===== src/rtl/hazard_pkg.sv =====
// Shared types for the pipeline hazard controller.
//   hazard_state_t : sequencing state (RUN, LU_STALL, MEM_WAIT)
//   ctrl_vec_t     : per-stage stall/flush controls plus PC redirect select
//   CTRL_NONE      : all controls inactive
//   ctrl_*()       : canned control patterns for each hazard response
package hazard_pkg;

    typedef enum logic [1:0] {
        RUN      = 2'd0,
        LU_STALL = 2'd1,
        MEM_WAIT = 2'd2
    } hazard_state_t;

    typedef struct packed {
        logic stall_if;
        logic stall_id;
        logic stall_ex;
        logic stall_mem;
        logic flush_id;
        logic flush_ex;
        logic flush_mem;
        logic flush_wb;
        logic pc_sel;
    } ctrl_vec_t;

    localparam ctrl_vec_t CTRL_NONE = '0;

    // Memory not ready: freeze IF..MEM, drain a bubble into WB.
    function automatic ctrl_vec_t ctrl_mem_wait();
        ctrl_vec_t c;
        c           = CTRL_NONE;
        c.stall_if  = 1'b1;
        c.stall_id  = 1'b1;
        c.stall_ex  = 1'b1;
        c.stall_mem = 1'b1;
        c.flush_wb  = 1'b1;
        return c;
    endfunction

    // Load-use: freeze IF..EX, bubble into MEM so the load advances.
    function automatic ctrl_vec_t ctrl_load_use();
        ctrl_vec_t c;
        c           = CTRL_NONE;
        c.stall_if  = 1'b1;
        c.stall_id  = 1'b1;
        c.stall_ex  = 1'b1;
        c.flush_mem = 1'b1;
        return c;
    endfunction

    // Taken branch: redirect PC and squash the two younger instructions.
    function automatic ctrl_vec_t ctrl_branch();
        ctrl_vec_t c;
        c          = CTRL_NONE;
        c.pc_sel   = 1'b1;
        c.flush_id = 1'b1;
        c.flush_ex = 1'b1;
        return c;
    endfunction

endpackage


===== src/rtl/hazard_perf_cnt.sv =====
// Hazard performance counters (stall cycles, redirect events).
// Ports:
//   clk, rst_n    : clock, async active-low reset
//   stall_en_i    : count one stall cycle
//   flush_en_i    : count one redirect event
//   stall_cnt_o   : PERF_W stall-cycle count, wraps
//   flush_cnt_o   : PERF_W redirect count, wraps
module hazard_perf_cnt #(
    parameter int unsigned PERF_W = 32
) (
    input  logic              clk,
    input  logic              rst_n,
    input  logic              stall_en_i,
    input  logic              flush_en_i,
    output logic [PERF_W-1:0] stall_cnt_o,
    output logic [PERF_W-1:0] flush_cnt_o
);

    logic [PERF_W-1:0] stall_q, stall_d;
    logic [PERF_W-1:0] flush_q, flush_d;

    // Free-running wrap-around increments.
    always_comb begin
        stall_d = stall_q;
        flush_d = flush_q;
        if (stall_en_i) stall_d = stall_q + PERF_W'(1);
        if (flush_en_i) flush_d = flush_q + PERF_W'(1);
    end

    always_ff @(posedge clk or negedge rst_n) begin
        if (!rst_n) begin
            stall_q <= '0;
            flush_q <= '0;
        end else begin
            stall_q <= stall_d;
            flush_q <= flush_d;
        end
    end

    assign stall_cnt_o = stall_q;
    assign flush_cnt_o = flush_q;

endmodule


===== src/rtl/hazard_ctrl.sv =====
// Pipeline hazard responder for the 5-stage RV32 core.
// Sequences memory-wait and load-use stalls and branch redirects; the
// stall/flush/pc_sel controls are combinational from state and inputs so
// they act in the cycle the hazard is seen.
// Ports:
//   clk, rst_n                 : clock, async active-low reset
//   load_use_hazard            : load in MEM feeds the EX instruction
//   branch_taken_ex            : EX resolved a taken branch/jump
//   mem_req, mem_ready         : MEM access active / completing
//   stall_if/id/ex/mem         : hold PC and pipeline registers
//   flush_id/ex/mem/wb         : inject bubbles
//   pc_sel                     : PC takes EX redirect target
//   mem_timeout                : sticky, a wait lasted MEM_TIMEOUT cycles
//   perf_stall_cycles          : cycles with stall_if high
//   perf_flush_count           : redirect events
// Build option: HAZARD_PERF_EN enables the perf counters; otherwise the
// perf ports read zero and no counter flops exist.
module hazard_ctrl
    import hazard_pkg::*;
#(
    parameter int unsigned MEM_TIMEOUT = 64,
    parameter int unsigned PERF_W      = 32
) (
    input  logic              clk,
    input  logic              rst_n,
    input  logic              load_use_hazard,
    input  logic              branch_taken_ex,
    input  logic              mem_req,
    input  logic              mem_ready,
    output logic              stall_if,
    output logic              stall_id,
    output logic              stall_ex,
    output logic              stall_mem,
    output logic              flush_id,
    output logic              flush_ex,
    output logic              flush_mem,
    output logic              flush_wb,
    output logic              pc_sel,
    output logic              mem_timeout,
    output logic [PERF_W-1:0] perf_stall_cycles,
    output logic [PERF_W-1:0] perf_flush_count
);

    localparam int unsigned CNT_W = $clog2(MEM_TIMEOUT + 1);
    localparam logic [CNT_W-1:0] CNT_MAX = CNT_W'(MEM_TIMEOUT);

    hazard_state_t    state_q, state_d;
    logic [CNT_W-1:0] cnt_q, cnt_d;
    logic             timeout_q, timeout_d;
    logic             wait_start_c;
    ctrl_vec_t        ctrl_raw_c;
    ctrl_vec_t        ctrl_c;

    assign wait_start_c = mem_req & ~mem_ready;

    // Next state, wait counter and control response; memory > load-use > branch.
    always_comb begin
        state_d    = state_q;
        cnt_d      = cnt_q;
        ctrl_raw_c = CTRL_NONE;
        case (state_q)
            RUN, LU_STALL: begin
                if (wait_start_c) begin
                    ctrl_raw_c = ctrl_mem_wait();
                    state_d    = MEM_WAIT;
                    cnt_d      = CNT_W'(1);
                end else if (load_use_hazard && (state_q == RUN)) begin
                    // Branch operands are stale here, so a branch is ignored.
                    ctrl_raw_c = ctrl_load_use();
                    state_d    = LU_STALL;
                end else begin
                    state_d = RUN;
                    if (branch_taken_ex) ctrl_raw_c = ctrl_branch();
                end
            end
            MEM_WAIT: begin
                if (!mem_ready) begin
                    ctrl_raw_c = ctrl_mem_wait();
                    if (cnt_q < CNT_MAX) cnt_d = cnt_q + CNT_W'(1);
                end else begin
                    state_d = RUN;
                    cnt_d   = '0;
                    if (branch_taken_ex) ctrl_raw_c = ctrl_branch();
                end
            end
            default: begin
                state_d = RUN;
                cnt_d   = '0;
            end
        endcase
        timeout_d = timeout_q | (cnt_d == CNT_MAX);
    end

    always_ff @(posedge clk or negedge rst_n) begin
        if (!rst_n) begin
            state_q   <= RUN;
            cnt_q     <= '0;
            timeout_q <= 1'b0;
        end else begin
            state_q   <= state_d;
            cnt_q     <= cnt_d;
            timeout_q <= timeout_d;
        end
    end

    // Controls are forced inactive the moment reset asserts.
    assign ctrl_c = rst_n ? ctrl_raw_c : CTRL_NONE;

    assign stall_if    = ctrl_c.stall_if;
    assign stall_id    = ctrl_c.stall_id;
    assign stall_ex    = ctrl_c.stall_ex;
    assign stall_mem   = ctrl_c.stall_mem;
    assign flush_id    = ctrl_c.flush_id;
    assign flush_ex    = ctrl_c.flush_ex;
    assign flush_mem   = ctrl_c.flush_mem;
    assign flush_wb    = ctrl_c.flush_wb;
    assign pc_sel      = ctrl_c.pc_sel;
    assign mem_timeout = timeout_q;

`ifdef HAZARD_PERF_EN
    hazard_perf_cnt #(
        .PERF_W (PERF_W)
    ) u_perf (
        .clk         (clk),
        .rst_n       (rst_n),
        .stall_en_i  (ctrl_c.stall_if),
        .flush_en_i  (ctrl_c.pc_sel),
        .stall_cnt_o (perf_stall_cycles),
        .flush_cnt_o (perf_flush_count)
    );
`else
    assign perf_stall_cycles = '0;
    assign perf_flush_count  = '0;
`endif

endmodule


===== config.mk =====
export PLATFORM = sky130hd
export DESIGN_NAME = hazard_ctrl
export DESIGN_NICKNAME = d
export VERILOG_FILES = /design/src/rtl/hazard_pkg.sv /design/src/rtl/hazard_perf_cnt.sv /design/src/rtl/hazard_ctrl.sv
export SDC_FILE = /design/constraint.sdc
export NUM_CORES = 1
export LEC_CHECK = 0
export CORE_MARGIN = 8
export CORE_UTILIZATION = 37
export DETAILED_ROUTE_END_ITERATION = 8
export PLACE_DENSITY = 0.9
export SLEW_MARGIN = 40
export SYNTH_ARGS = -nofsm -noshare
export SYNTH_HDL_FRONTEND = slang
export SYNTH_SLANG_ARGS = --single-unit

===== constraint.sdc =====
create_clock -name clk -period 1.95 [get_ports clk]
set_clock_uncertainty 0.05 [all_clocks]
set_input_delay 0.39 -clock clk [delete_from_list [all_inputs] [get_ports clk]]
set_output_delay 0.39 -clock clk [all_outputs]
set_load 0.02 [all_outputs]

; After elaboration in Yosys (flattened, before gate mapping)
; Index checks and enable logic that the tools add are counted.
[totals]
in_bits = 6
reg_bits = 10
[op_classes]
bitwise = 3
n_reduce_logical = 3
n_eq_ne = 4
muxes = 14
magnitude_cmp = 1
n_addsub = 1
[ops]
columns = operator, count
row1 = 2-to-1 mux 9 bit, 4
row2 = 2-to-1 mux 7 bit, 3
row3 = case mux 9 bit (2 select lines), 1
row4 = case mux 7 bit (2 select lines), 1
row5 = adder 7 x 1 -> 7 bit (second input constant), 1
row6 = equality test 7 bit (second input constant), 1
row7 = < comparator 7 bit (second input constant), 1
row8 = 2-to-1 mux 5 bit, 1
row9 = 2-to-1 mux 2 bit, 2
row10 = case mux 2 bit (2 select lines), 1
row11 = equality test 2 x 1 -> 1 bit (second input constant), 1
row12 = equality test 2 bit (second input constant), 1
row13 = zero test 2 bit, 1
row14 = != test 2 bit (second input constant), 1
row15 = OR reduction 2 bit, 1
row16 = bitwise AND 1 bit, 1
row17 = logical AND 1 bit, 1
row18 = 2-to-1 mux 1 bit, 1
row19 = NOT 1 bit, 1
row20 = bitwise OR 1 bit, 1

; Logic depth before layout (Yosys ltp)
[logic_depth]
depth_word = 6
ltp_mapped = 7

; Worst setup path before layout
; OpenSTA, ideal clock, no wires.
[synth_path]
path_kind = reg2out
startpoint = reg state_q[1]
endpoint = out stall_id
t_arrival_ps = 1502
t_required_ps = 1510
setup_slack_ps = 8
stages_incl_launch_ff = 7
path_cell_list = dfrtp_1 -> buf_6 -> or2b_1 -> a21oi_1 -> a21oi_1 -> nor2b_1 -> buf_4
[synth_between]
elab_chain_len = 6
elab_cells_between_ends = 9
classes_between = 2 x eq/ne / 4 x mux / 3 x reduce/logical
[synth_rtl]
columns = item, line_no
row1 = start: declaration, hazard_ctrl.sv:47  ; hazard_state_t state_q, state_d;
row2 = start signal: assignment, hazard_ctrl.sv:100  ; state_q <= state_d;
row3 = zero test 2 bit, "hazard_ctrl.sv:61, hazard_ctrl.sv:67"
row4 = logical AND 1 bit, hazard_ctrl.sv:67  ; end else if (load_use_hazard && (state_q == RUN)) begin
row5 = 2-to-1 mux 9 bit, hazard_ctrl.sv:67
row6 = 2-to-1 mux 9 bit, hazard_ctrl.sv:63  ; if (wait_start_c) begin
row7 = case mux 9 bit (2 select lines) *, hazard_ctrl.sv:61  ; case (state_q)
row8 = 2-to-1 mux 9 bit *, hazard_ctrl.sv:107  ; assign ctrl_c = rst_n ? ctrl_raw_c : CTRL_NONE;
row9 = end: declaration, hazard_ctrl.sv:31  ; output logic stall_id,
; Mark *: on every way between the ends. The rest lies on a longest branch, timed or not.

; Final worst setup path
[layout_path]
startpoint = reg state_q[1]
endpoint = out stall_ex
[layout_between]
elab_chain_len = 6
elab_cells_between_ends = 9
classes_between = 2 x eq/ne / 4 x mux / 3 x reduce/logical
[layout_rtl]
columns = item, line_no
row1 = zero test 2 bit, "hazard_ctrl.sv:61, hazard_ctrl.sv:67"
row2 = logical AND 1 bit, hazard_ctrl.sv:67
row3 = 2-to-1 mux 9 bit, hazard_ctrl.sv:67
row4 = 2-to-1 mux 9 bit, hazard_ctrl.sv:63
row5 = case mux 9 bit (2 select lines) *, hazard_ctrl.sv:61
row6 = 2-to-1 mux 9 bit *, hazard_ctrl.sv:107
row7 = end: declaration, hazard_ctrl.sv:32  ; output logic stall_ex,
; Marked as above.

==> results_dict.tcl <==
set metrics [dict create \
    outcome "finished with violations" \
    failed_checks "design-rule violations" \
    synth_seq_cells 10 \
    path_buf_inv 1 \
    ios 80 \
    yosys_most_used_dff "dfrtp_1" \
    cp.required_ps 1510 \
    rrSetupSlack_ps 170 \
    die-area_sq_um 5490 \
    drt_iter0_markers 85 \
    rows 21 \
    wirelength_um 2660 \
    setup.worst_path.end_class "primary output" \
    fin_crit_sh_pct 99.2 \
    synth_top_family_by_area "buffers and inverters" \
    port_buffers 15 \
    grt_pass1_vias 894 \
    diodes 0 \
    start_kind "flop" \
    nNetsFinal 189 \
    synthSimpleGateAreaFrac_pct 20.3 \
    slowest_stage "dfrtp_1" \
    antenna_found_initial 0 \
    viasPerCell 4.07 \
    yosys-top-cells-area "buf_4 41%, dfrtp_1 20%, nor2_1 2.7%" \
    yosys.area_share.adder_pct 1.00 \
    fmax_mhz 517 \
    routabilityCongestion 0.936 \
    start_util_pct 38.0 \
    wl_per_cell_um 11.7 \
    slew_violations 0 \
    worstPathMaxFanout 3 \
    yosysUniqueCellTypes 40 \
    cts_root_buf "clkbuf_4" \
    critical_path_arrival_ps 1490 \
    peakVddDrop_uv 158 \
    hold_class "in2async" \
    ant_nets 0 \
    gr-total-overflow 0 \
    die_y_um 74.1 \
    synth_compound_area_share_pct 12.8 \
    design_area_sq_um 1310 \
    synthMuxAreaShare_pct 0 \
    area_delta_synth_final_pct 4.81 \
    grt_max_degree 12 \
    drive_above_1_share_pct 24.9 \
    critPathTopFamily "simple AND/OR/NAND/NOR gates" \
    core_sq_um 3280 \
    netlist.top_cell.by_area "buf_4" \
    async_reset_ff_share_pct 100 \
    critPathMaxStageDelay_ps 370 \
    power_density_nw_per_um2 561 \
    final_hold_viol_count 0 \
    postSynthCellCount 152 \
    insertion_delay_ps 260 \
    seq_area_frac_synth_pct 20.0 \
    firstDrtPassIters 7 \
    utilization_pct 39.8 \
    cts_tree "yes" \
    synth_edf_count 0 \
    clockBufferDepth 2 \
    fill_cells 342 \
    cts_buffers 3 \
    leakage_uw 0.000703 \
    yosysWarnings 0 \
    cp_num_cells 5 \
    cap_violations 0 \
    vias 923 \
    clkSlewWorstSetupHoldPaths_ps 70 \
    syn_area_sq_um 1250 \
    cts_sinks 10 \
    cts_hold_buf 0 \
    htree_levels 1 \
    grt_pass1_wl_um 4040 \
    worstSetupPathType "reg2out" \
    drc 1 \
    final.setup.tns_ps 0 \
    synth.top_cell.area_share_pct 41.5 \
    hpwl_um 2260 \
    synth_xor_area_share_pct 0 \
    place_area_sq_um 1280 \
    syn_avg_cell_area_sq_um 8.22 \
    setup_viol 0 \
    track_usage_pct 9.28 \
    crit_chain "or2b_1 > a21oi_2 > a21oi_1 > nor2b_1 > buf_4" \
    ff2ff_path_depth 6 \
    rsz0062_at_grt "yes" \
    fin_crit_ps 1930 \
    die_x_um 74.1 \
]
## cell families after synthesis
logic type / count (synthesis)
AOI/OAI and AO/OA: 23
adders and majority gates: 1
buffers and inverters: 76
DFF: 10
other: 1
and+or+nand+nor: 41
## stage by stage
stage | total power (uW) | setup slack (ps) | instances | hold WS (ps)
after CTS | 726 | -23.4 | 226 | 429
after global routing | 785 | -70.8 | 227 | 445
after detailed placement | 544 | -561 | 222 | 413
after floorplan | 549 | 8.22 | 215 | 44.4
after global placement | 537 | -487 | 222 | 404
final | 734 | 15.6 | 227 | 425
## per-layer routing
metal | up-vias | wire [um] | global-route usage (%)
met5 | - | 0 | 0
met3 | 2 | 242 | 2.16
met1 | 421 | 1000 | 10.7
met4 | 0 | 34 | 5.32
met2 | 63 | 1380 | 15.3
li1 | 437 | - | -
## cell usage after synthesis, types with 2 or more instances
master and count:
o21ai_0 4, nor2_1 9, and2_1 2, nand2_1 7, dfrtp_1 10, and4b_1 2, nor2b_1 2, buf_6 3
o21ai_1 2, a21oi_1 6, o31ai_1 2, buf_4 69, nand3b_1 2, nand3_1 4, inv_1 3
## layout by cell type (no fill, tap or decap), types with 2 or more instances in the layout
cell	instances
o21ai_0	4
clkdlybuf4s50_1	4
clkbuf_4	3
dlygate4sd2_1	2
conb_1	64
nand2_1	6
buf_4	27
nand3_1	4
a21oi_1	5
nand3b_1	2
and2_1	2
nor2_1	6
and4b_1	2
dfrtp_1	10
nor2_2	3
inv_1	3
o31ai_1	2
buf_2	2
o21ai_1	2
## repair_timing
| action | CTS | global route |
|---|---|---|
| setup endpoints to repair | 10 | 7 |
| gates resized for setup | 43 | 8 |
| setup buffers | 0 | 1 |
| pin swaps | 1 | 2 |
## where the power goes
part           leakage, uW  total [uW]  internal (uW)  switching [uW]
combinational     0.000553         321            102             219
sequential        0.000130         227            219            7.69
clock            0.0000210         187            113            73.2
total             0.000703         734            434             300
## flip-flops by register name (all words and copies together) (netlist names)
signal,cells
cnt_q,7
state_q,2
mem_timeout,1
## path summary, 6_finish.rpt
check / end / from
setup reg to reg: mem_timeout / cnt_q[0]
min in group clk: mem_timeout / mem_timeout
max in group asynchronous: state_q[0] / rst_n
setup / recovery: stall_ex / state_q[1]
hold reg to reg: mem_timeout / mem_timeout
hold / removal: cnt_q[2] / rst_n
## area by class of cell
cell class                      count  area, sq um  share of cell area (%)
Multi-Input combinational cell    129          683                    52.2
Timing Repair Buffer               35          270                    20.7
Clock buffer                        4         36.3                    2.77
Sequential cell                    10          250                    19.1
Inverter                            3         11.3                   0.860
Tap cell                           46         57.6                    4.40
Note: power is estimated with default switching activity, not from simulation.
